<file path="src/rtl/regfile_write_arbiter_pkg.sv">
// Shared constants and types for the register-file writeback arbiter.
package regfile_write_arbiter_pkg;

    // Architectural register file geometry
    localparam int unsigned NUM_REGS = 32;
    localparam int unsigned ADDR_W   = 5;

    // Default hardwired-zero register index (never written, never tracked)
    localparam int unsigned RF_ZERO_REG = 31;

    // Requester index encoding
    typedef enum logic {
        REQ_ALU = 1'b0,
        REQ_MEM = 1'b1
    } req_idx_e;

    typedef logic [ADDR_W-1:0] reg_addr_t;

    // True when a destination index refers to a real (writable) register
    function automatic logic is_writable(input reg_addr_t addr, input reg_addr_t zero_addr);
        return addr != zero_addr;
    endfunction

endpackage

</file>
<file path="src/rtl/regfile_write_arbiter_rr.sv">
// Two-way round-robin arbiter. Grants are combinational; the last granted
// requester is remembered so that the other one wins the next tie.
module rr_arbiter2
    import regfile_write_arbiter_pkg::*;
(
    input  logic       clk_i,
    input  logic       rst_ni,
    input  logic [1:0] req_i,
    output logic [1:0] gnt_o
);

    req_idx_e last_q;
    req_idx_e last_d;

    // Grant selection: a lone requester wins, a tie goes to the one not served last
    always_comb begin
        gnt_o = '0;
        if (rst_ni) begin
            case (req_i)
                2'b01:   gnt_o = 2'b01;
                2'b10:   gnt_o = 2'b10;
                2'b11:   gnt_o = (last_q == REQ_MEM) ? 2'b01 : 2'b10;
                default: gnt_o = '0;
            endcase
        end
    end

    // Every grant is a transfer (grant implies valid), so history follows the grant
    always_comb begin
        last_d = last_q;
        if (gnt_o[0]) begin
            last_d = REQ_ALU;
        end else if (gnt_o[1]) begin
            last_d = REQ_MEM;
        end
    end

    // Last-grant history; resets to MEM so the ALU wins the first tie
    always_ff @(posedge clk_i or negedge rst_ni) begin
        if (!rst_ni) begin
            last_q <= REQ_MEM;
        end else begin
            last_q <= last_d;
        end
    end

endmodule

</file>
<file path="src/rtl/regfile_write_arbiter.sv">
// Register-file writeback arbiter: merges ALU and memory writebacks onto a
// single registered write port and keeps a pending-write scoreboard used for
// source-operand hazard detection.
module regfile_write_arbiter
    import regfile_write_arbiter_pkg::*;
#(
    parameter int unsigned DATA_W   = 64,
    parameter int unsigned ZERO_REG = regfile_write_arbiter_pkg::RF_ZERO_REG
) (
    input  logic                clock,
    input  logic                reset,

    input  logic                req0_valid,
    input  logic [ADDR_W-1:0]   req0_addr,
    input  logic [DATA_W-1:0]   req0_data,
    output logic                req0_ready,

    input  logic                req1_valid,
    input  logic [ADDR_W-1:0]   req1_addr,
    input  logic [DATA_W-1:0]   req1_data,
    output logic                req1_ready,

    input  logic                rsv_valid,
    input  logic [ADDR_W-1:0]   rsv_addr,

    input  logic [ADDR_W-1:0]   SA,
    input  logic [ADDR_W-1:0]   SB,
    output logic                hazard_a,
    output logic                hazard_b,

    output logic                W,
    output logic [ADDR_W-1:0]   DA,
    output logic [DATA_W-1:0]   D,

    output logic [NUM_REGS-1:0] busy,
    output logic                rsv_err
);

    localparam reg_addr_t ZERO_ADDR = reg_addr_t'(ZERO_REG);

    logic [1:0]          gnt;
    logic                xfer;
    reg_addr_t           xfer_addr;
    logic [DATA_W-1:0]   xfer_data;
    logic                xfer_we;
    logic                rsv_en;

    logic                W_q,  W_d;
    reg_addr_t           DA_q, DA_d;
    logic [DATA_W-1:0]   D_q,  D_d;
    logic [NUM_REGS-1:0] busy_q, busy_d;
    logic                rsv_err_q, rsv_err_d;

    rr_arbiter2 u_arb (
        .clk_i  (clock),
        .rst_ni (reset),
        .req_i  ({req1_valid, req0_valid}),
        .gnt_o  (gnt)
    );

    assign req0_ready = gnt[0];
    assign req1_ready = gnt[1];

    // Winning request; a zero-register transfer is accepted but produces no write
    always_comb begin
        xfer      = |gnt;
        xfer_addr = gnt[1] ? req1_addr : req0_addr;
        xfer_data = gnt[1] ? req1_data : req0_data;
        xfer_we   = xfer & is_writable(xfer_addr, ZERO_ADDR);
        rsv_en    = rsv_valid & is_writable(rsv_addr, ZERO_ADDR);
    end

    // Write-port next state: W pulses per write, DA/D hold when idle
    always_comb begin
        W_d  = xfer_we;
        DA_d = DA_q;
        D_d  = D_q;
        if (xfer_we) begin
            DA_d = xfer_addr;
            D_d  = xfer_data;
        end
    end

    // Scoreboard next state: clear on write first, then reserve so a same-cycle reserve wins
    always_comb begin
        busy_d = busy_q;
        if (xfer_we) begin
            busy_d[xfer_addr] = 1'b0;
        end
        if (rsv_en) begin
            busy_d[rsv_addr] = 1'b1;
        end
        rsv_err_d = rsv_en & busy_q[rsv_addr];
    end

    // Write-port, scoreboard and error-pulse registers
    always_ff @(posedge clock or negedge reset) begin
        if (!reset) begin
            W_q       <= 1'b0;
            DA_q      <= '0;
            D_q       <= '0;
            busy_q    <= '0;
            rsv_err_q <= 1'b0;
        end else begin
            W_q       <= W_d;
            DA_q      <= DA_d;
            D_q       <= D_d;
            busy_q    <= busy_d;
            rsv_err_q <= rsv_err_d;
        end
    end

    // Hazards look only at registered state; same-cycle writebacks are not bypassed
    always_comb begin
        hazard_a = busy_q[SA] & is_writable(SA, ZERO_ADDR);
        hazard_b = busy_q[SB] & is_writable(SB, ZERO_ADDR);
    end

    assign W       = W_q;
    assign DA      = DA_q;
    assign D       = D_q;
    assign busy    = busy_q;
    assign rsv_err = rsv_err_q;

endmodule

</file>
<file path="config.mk">
export PLATFORM = sky130hd
export DESIGN_NAME = regfile_write_arbiter
export DESIGN_NICKNAME = d
export VERILOG_FILES = /design/src/rtl/regfile_write_arbiter_pkg.sv /design/src/rtl/regfile_write_arbiter_rr.sv /design/src/rtl/regfile_write_arbiter.sv
export SDC_FILE = /design/constraint.sdc
export NUM_CORES = 1
export LEC_CHECK = 0
export BUFFER_PORTS_ARGS = -buffer_cell sky130_fd_sc_hd__buf_2
export CAP_MARGIN = 20
export CORE_MARGIN = 8
export CORE_UTILIZATION = 47
export CTS_CLUSTER_DIAMETER = 150
export DETAILED_ROUTE_END_ITERATION = 8
export PLACE_DENSITY = 0.81
export REMOVE_ABC_BUFFERS = 1
export SYNTH_ARGS = -nofsm -noshare
export SYNTH_HDL_FRONTEND = slang
export SYNTH_HIERARCHICAL = 1
export SYNTH_SLANG_ARGS = --single-unit
</file>
<file path="constraint.sdc">
create_clock -name clock -period 2.6 [get_ports clock]
set_clock_uncertainty 0.2 [all_clocks]
set_input_delay 0.39 -clock clock [delete_from_list [all_inputs] [get_ports clock]]
set_output_delay 0.39 -clock clock [all_outputs]
set_load 0.1 [all_outputs]
</file>
==> results of run 1 <==
==> how the worst max path moves through the flow <==
stage | to | slack [ns] | from | cells past startpoint
global route | hazard_b | -0.23 | busy[26] | 4
detailed placement | hazard_a | -0.22 | SA[0] | 5
CTS | hazard_a | -0.17 | busy[22] | 4
finish | hazard_b | -0.20 | busy[26] | 4
global placement | hazard_a | -0.16 | SA[0] | 5
floorplan | DA[1] | -11.71 | reset | 6
==> layout by cell type, fill, tap and decap left out, drive strengths merged, types with 2 or more instances in the layout <==
master    n
nor2b     6
nor2     81
a31oi     4
buf     319
a21oi    71
mux4     20
a221oi    3
dfrtp   103
nand3    11
o311ai    2
clkbuf   12
inv       8
o22ai     5
nor3      2
a22o      3
or3       3
o21ai    48
clkinv    4
and3      3
mux2i    75
nand2    22
a32oi     2
o31ai     5
nand2b    6
mux2      5
==> layout make-up <==
type | count | area (um^2)
fill | 873 | 3742
sequential | 104 | 2609
clock buffer | 12 | 266.5
inverter | 8 | 30.03
timing repair buffer | 320 | 1832
clock inverter | 4 | 27.53
multi-input combinational | 389 | 2733
tap | 143 | 178.9
==> power by group through the flow <==
stage | clock, W | sequential, W | combinational [W]
3_3_place_gp | 0 | 0.00230 | 0.00453
2_1_floorplan | 0 | 0.00503 | 0.000927
3_5_place_dp | 0 | 0.00233 | 0.00460
6_report | 0.00131 | 0.00231 | 0.00484
4_1_cts | 0.00133 | 0.00228 | 0.00482
5_1_grt | 0.00139 | 0.00234 | 0.00501
==> critical path: stages, from the launching register on <==
cell,delay [ns]
sky130_fd_sc_hd__dfrtp_2,0.44
sky130_fd_sc_hd__mux4_2,0.47
sky130_fd_sc_hd__mux4_2,0.50
sky130_fd_sc_hd__mux2_4,0.29
sky130_fd_sc_hd__buf_12,0.17
==> synth_stat cells, drive strengths merged (2+ instances only) <==
master  number
inv          8
nor2b        6
nor3         2
and3         3
nand2       22
nand3       11
a21oi       71
a221oi       3
or3          3
a31oi        4
mux4        20
mux2         5
a32oi        2
nand2b       6
o31ai        5
buf         21
a22o         3
o311ai       2
nor2        81
o21ai       48
o22ai        5
clkbuf      15
mux2i       75
dfrtp      103
==> sequential cells by signal (all words and copies together), names as in the netlist <==
signal,cells
rsv_err,1
busy,32
u_arb/last_q,1
DA,5
D,64
W,1
==> metrics by stage <==
stage / area, um^2 / utilization (%) / setup TNS [ns] / worst slack [ns] / instances
2_1_floorplan: 5333 / - / -996.34 / -11.71 / 501
3_3_place_gp: 7149 / 62.61 / -0.3133 / -0.1583 / 939
3_5_place_dp: 7149 / 62.61 / -0.4113 / -0.2206 / 939
4_1_cts: 7657 / 67.06 / -0.3355 / -0.1719 / 978
5_1_grt: 7676 / 67.23 / -0.4626 / -0.2330 / 980
6_report: 7676 / 67.23 / -0.3839 / -0.2027 / 980
==> per-layer routing <==
| layer | global-route usage [%] | wire, um |
|---|---|---|
| met5 | 0 | 16 |
| met4 | 9.071 | 534 |
| met3 | 9.746 | 2331 |
| met2 | 45.97 | 10310 |
| met1 | 25.80 | 6521 |
==> cells by family after synthesis <==
family	Yosys count
compound gates	150
simple gates	139
buf+inv	44
mux	100
flops	104
==> timing repair <==
item / in CTS / in global routing
endpoints found under the setup margin: 2 / 2
endpoints found under the hold margin: 45 / 0
hold buffers: 1 / 0
buffers inserted: 22 / 2
gates resized for setup: 11 / 3
==> results.md, run 1 <==
| Result | This run |
| --- | --- |
| Outcome | finished, violations left |
| Violated checks | setup timing |
| Final Hold Vio Count | 0 |
| RSZ-0062 raised after global routing | true |
| Initial Util | 48.08% |
| H-tree Lvls | 3 |
| Worst-Margin Slew | 0.8275 ns |
| Die X | 124.1 um |
| Clock-pin slew of the registers on the worst-case setup and hold paths | 0.07 ns |
| Leftover overflow at the end of global routing | 0 |
| Launch point of the worst reg-to-reg path | u_arb/last_q |
| TritonCTS Sinks | 104 |
| Root cell of the clock tree | sky130_fd_sc_hd__clkbuf_16 |
| Number of vias in the routed layout | 5648 |
| Area growth from synthesis to layout | 39.81% |
| Compound-gate portion of the synthesized area | 15.36% |
| Fmax | 356.8 MHz |
| Total CTS buffers | 9 |
| Number of standard-cell rows in the floorplan | 39 |
| Area share of and/or/nand/nor cells after synthesis | 10.89% |
| Average detailed-routed wire length per instance | 20.12 um |
| CTS max path bufs | 2 |
| Routability congestion estimate | 0.9788 |
| Overall fraction of global-route tracks in use | 25.28% |
| Residual antenna-violating net count after detailed routing | 0 |
| Startpoint Class | flop |
| Leakage power | 3.579 nW |
| Overall die height | 124.1 um |
| Xor and xnor area share after synthesis | 0% |
| Crit Path Category | flop to output pin |
| Mean instance size in the synthesized netlist | 10.22 um^2 |
| Wire length of the first global-routing pass | 30.44 mm |
| Top-area cell type share of the netlist area | 46.95% |
| Count of endpoints failing setup in the final report | 2 |
| Post-layout nets | 990 |
| Cell taking the most area after synthesis | sky130_fd_sc_hd__dfrtp_1 |
| Power share of the combinational group | 57.2% |
| Tmin final | 2.803 ns |
| P_sw | 0.004681 W |
| Initial antenna violation count | 1 |
| Sink of the worst hold path | D[42] |
| Internal cell power | 0.003782 W |
| Count of flip-flops with a built-in enable after synthesis | 0 |
| Max-slew violation total from the final report | 0 |
| Type of the worst min-delay path | input port to flop |
| Combinational family with the most area after synthesis | multiplexers |
| Flop pwr share | 27.2% |
| Switching Fraction | 55.31% |
| Remaining design rule violation count | 0 |
| DRT iter0 DRCs | 511 |
| Clock network fraction of total power | 15.5% |
| Data required time of the worst path | 2.01 ns |
| Max_slew headroom | 44.84% |
| Fraction of the yosys area taken by sequential cells | 47.42% |
| Ratio of routed vias to standard cells | 5.763 |
| Slack of the critical path | -0.2027 ns |
| Post-route clock period utilization | 107.8% |
| Number of flip-flops and latches in the synthesized netlist | 104 |
| Synth Instances | 537 |
| Final routed wirelength across all metal layers | 19.72 mm |
| Count of yosys warnings during synthesis | 6 |
| CTS tree | done |
| Overall die area | 15400 um^2 |
| Layout cell share with drive strength beyond 1 | 44.21% |
| Number of antenna diodes | 0 |
| Critical path data arrival time | 2.21 ns |
| Largest net degree at the start of global routing | 90 |
| Drt pass-1 iters | 5 |
| Number of cells on the worst hold path | 3 |
| Multiplexer share of the synthesized area | 22.90% |
| Share of synthesized cell area in full adder, half adder and majority cells | 0% |
| Post-Synthesis Cell Area | 5490 um^2 |
| End of the worst register-to-register path | busy[2] |
| Core ar. | 11420 um^2 |
| Worst vdd rail ir drop | 0.9676 mV |
| Number of max-cap violations | 0 |
| Worst reg-to-reg setup slack | 0.14 ns |
| Vias in the first global route | 5946 |
| Latest clock arrival within the worst-skew pair | 0.34 ns |
| Hold WS | 0.1405 ns |
| Number of primary I/O pins | 265 |
| Worst Path Max Fanout | 5 |
| Proportion of register bits with asynchronous set or reset after synthesis | 100.0% |
| R2R cell count | 6 |
| Placed wire-length estimate after detailed placement | 15.28 mm |
| Power Density | 1103 nW/um^2 |
| Synth unique cells | 39 |
| Cell types with the largest area share after synthesis | sky130_fd_sc_hd__dfrtp_1 (47%), sky130_fd_sc_hd__mux2i_1 (14%), sky130_fd_sc_hd__mux4_2 (8.2%) |
| Port Buffer Count | 264 |
| Post-route total power | 0.008463 W |
| Commonest register cell after synthesis | sky130_fd_sc_hd__dfrtp_1 |
| Type of destination of the critical path | output pin |
| HP Start | req0_data[42] |
Power figures use the tool's default switching activity.
==> run 2, diff against run 1 <==
--- a/config.mk
+++ b/config.mk
@@ -8,10 +8,11 @@
 export BUFFER_PORTS_ARGS = -buffer_cell sky130_fd_sc_hd__buf_2
 export CAP_MARGIN = 20
 export CORE_MARGIN = 8
-export CORE_UTILIZATION = 47
+export CORE_UTILIZATION = 48
+export CTS_BUF_LIST = sky130_fd_sc_hd__clkbuf_4
 export CTS_CLUSTER_DIAMETER = 150
 export DETAILED_ROUTE_END_ITERATION = 8
-export PLACE_DENSITY = 0.81
+export PLACE_DENSITY = 0.83
 export REMOVE_ABC_BUFFERS = 1
 export SYNTH_ARGS = -nofsm -noshare
 export SYNTH_HDL_FRONTEND = slang
==> run 2 against run 1 <==
  * The flow still finishes with violations (setup timing)
  * Sequential power hardly changed
  * Via count about the same
  * Power is 5.2% lower
  * Global-route usage grew 0.69 points
  * Wire length up 0.85%
  * Worst hold slack got worse by 0.11 ns
  * Largest cell class unchanged
==> results.md, run 2 (synthesis gave the netlist of run 1 again) <==
| Result | This run | vs previous |
| --- | --- | --- |
| Type of the worst min-delay path | input port to flop |  |
| Average detailed-routed wire length per instance | 20.27 um | +0.75% |
| Count of endpoints failing setup in the final report | 2 | unchanged |
| Worst vdd rail ir drop | 0.9398 mV | -2.9% |
| Launch point of the worst reg-to-reg path | u_arb/last_q |  |
| Root cell of the clock tree | sky130_fd_sc_hd__clkbuf_4 |  |
| Type of destination of the critical path | output pin |  |
| Overall die height | 123.0 um | -0.91% |
| Overall die area | 15120 um^2 | -1.8% |
| Worst Path Max Fanout | 5 | unchanged |
| Remaining design rule violation count | 0 | unchanged |
| Finished Cell Area | 7605 um^2 | -0.93% |
| Most used cell along the critical path | sky130_fd_sc_hd__mux4_2 |  |
| Placed Instance Area | 7204 um^2 | +0.77% |
| Power Density | 1055 nW/um^2 | -4.3% |
| Number of primary I/O pins | 265 | unchanged |
| Core ar. | 11270 um^2 | -1.3% |
| RSZ-0062 raised after global routing | true |  |
| Post-layout nets | 990 | unchanged |
| Number of standard-cell rows in the floorplan | 39 | unchanged |
| Layout cell share with drive strength beyond 1 | 42.89% | -1.3 points |
| Max-slew violation total from the final report | 0 | unchanged |
| Area growth from synthesis to layout | 38.51% |  |
| Vias in the first global route | 5929 | -0.29% |
| Flip-flop count of the largest register, all copies and words added | 64 | unchanged |
| Post-route clock period utilization | 112.4% | +4.6 points |
| TritonCTS Sinks | 104 | unchanged |
| Latest clock arrival within the worst-skew pair | 0.44 ns | +0.10 ns |
| Number of vias in the routed layout | 5651 | +0.053% |
| Core utilization of the finished layout | 67.47% | +0.24 points |
| Initial Util | 48.71% | +0.62 points |
| Drt pass-1 iters | 5 | unchanged |
| Ratio of routed vias to standard cells | 5.760 | about the same |
| Fmax | 342.1 MHz | -4.1% |
| Crit Path Category | flop to output pin |  |
| Final routed wirelength across all metal layers | 19.89 mm | +0.85% |
| Tmin final | 2.923 ns | +0.1200 ns |
| Max_slew headroom | 54.68% | +9.8 points |
| Clock-pin slew of the registers on the worst-case setup and hold paths | 0.15 ns | +0.08 ns |
| Overall fraction of global-route tracks in use | 25.96% | +0.69 points |
| Critical Path Start | busy[22] |  |
| Critical path data arrival time | 2.33 ns | +0.12 ns |
| Port Buffer Count | 264 | unchanged |
| Leftover overflow at the end of global routing | 0 | unchanged |
| DRT iter0 DRCs | 402 | -21% |
| Number of max-cap violations | 0 | unchanged |
| Total CTS buffers | 9 | unchanged |
| Most frequent standard cell in the layout excluding fill and tap cells | sky130_fd_sc_hd__buf_2 |  |
| Final Hold Vio Count | 0 | unchanged |
| Slowest Stage Delay on Critical Path | 0.48 ns | -0.02 ns |
| Die X | 123.0 um | -0.91% |
| H-tree Lvls | 3 | unchanged |
| Worst path cell trace | mux4_2 -> mux4_2 -> mux2_4 -> buf_12 |  |
| Worst reg-to-reg setup slack | 0.15 ns | about the same |
| # fillers | 860 | -1.5% |
| Startpoint Class | flop |  |
| HP Start | req1_valid |  |
| CTS tree | done |  |
| Wire length of the first global-routing pass | 30.62 mm | +0.57% |
| Worst-Margin Slew | 0.6798 ns | -0.1477 ns |
| Initial antenna violation count | 3 | +2 |
| Leakage power | 3.512 nW | -1.9% |
| Cell with the largest stage delay on the worst path | sky130_fd_sc_hd__mux4_2 |  |
| Largest net degree at the start of global routing | 66 | -27% |
| Commonest cells after routing, fill and taps aside | sky130_fd_sc_hd__buf_2 (259), sky130_fd_sc_hd__dfrtp_1 (98), sky130_fd_sc_hd__nor2_1 (81) |  |
| Routability congestion estimate | 0.9833 | +0.46% |
| Outcome | finished, violations left |  |
| Slack of the critical path | -0.3227 ns | -0.1200 ns |
| Placed wire-length estimate after detailed placement | 15.07 mm | -1.4% |
| Number of buffer and inverter instances along the worst setup path | 1 | unchanged |
| Data required time of the worst path | 2.01 ns | about the same |
| Residual antenna-violating net count after detailed routing | 0 | unchanged |
| Violated checks | setup timing |  |
| Kind of cell adding the most delay to the critical path | multiplexers |  |
| CTS max path bufs | 2 | unchanged |
-- run 2: area by class of cell --
cell class                 instances  area, um^2  area share [%]
tap                              143       178.9           2.353
multi-input combinational        389        2733           35.93
inverter                           8       30.03          0.3949
clock buffer                      10       75.07          0.9872
clock inverter                     6       83.83           1.102
antenna                            1       2.502         0.03291
timing repair buffer             320        1892           24.88
sequential                       104        2610           34.32
-- run 2: per-layer routing --
layer  vias to the layer above  track usage (%)  part of all wire, %
met4                         4            11.88                  3.4
met1                      2706            27.93                   34
met3                        56            9.772                   12
met5                         -                0                0.091
met2                       337            44.68                   51
li1                       2548                -                    -
-- run 2: metrics by stage --
stage	setup WS, ns	hold WS, ns	total power, W	TNS (ns)	cells
6_report	-0.3227	0.03002	0.008024	-0.6225	981
5_1_grt	-0.3803	0.007223	0.008321	-0.7448	981
4_1_cts	-0.3331	0.0002429	0.007999	-0.6616	978
3_5_place_dp	-0.2143	0.2281	0.006956	-0.4025	943
3_3_place_gp	-0.1635	0.2249	0.006865	-0.3247	943
2_1_floorplan	-11.71	-0.1056	0.005953	-996.34	501
-- run 2: path summary, 6_finish.rpt --
check                          endpoint  cells past startpoint
setup reg to reg                   D[4]                      7
hold reg to reg                busy[31]                      0
max in group asynchronous       busy[3]                      4
setup / recovery               hazard_b                      4
min in group asynchronous         D[40]                      3
hold / removal             u_arb/last_q                      3
-- run 2: where the power goes --
group / switching [W] / total [W] / internal (W)
clock network: 0.000532 / 0.000928 / 0.000397
registers: 0.000294 / 0.00229 / 0.00200
logic: 0.00379 / 0.00481 / 0.00102
total: 0.00461 / 0.00802 / 0.00341
-- run 2: worst register-to-register path, delay by kind of cell (launching register included) --
kind            cells  cell delay [ns]
simple gates        1             0.05
mux                 1             0.49
compound gates      3             0.74
buf+inv             2             0.48
flops               1             0.42
-- run 2: repair_timing --
item,CTS,global route
setup endpoints to repair,2,3
endpoints found under the hold margin,57,0
hold buffers,12,0
resized for setup,11,5
setup buffers,7,2
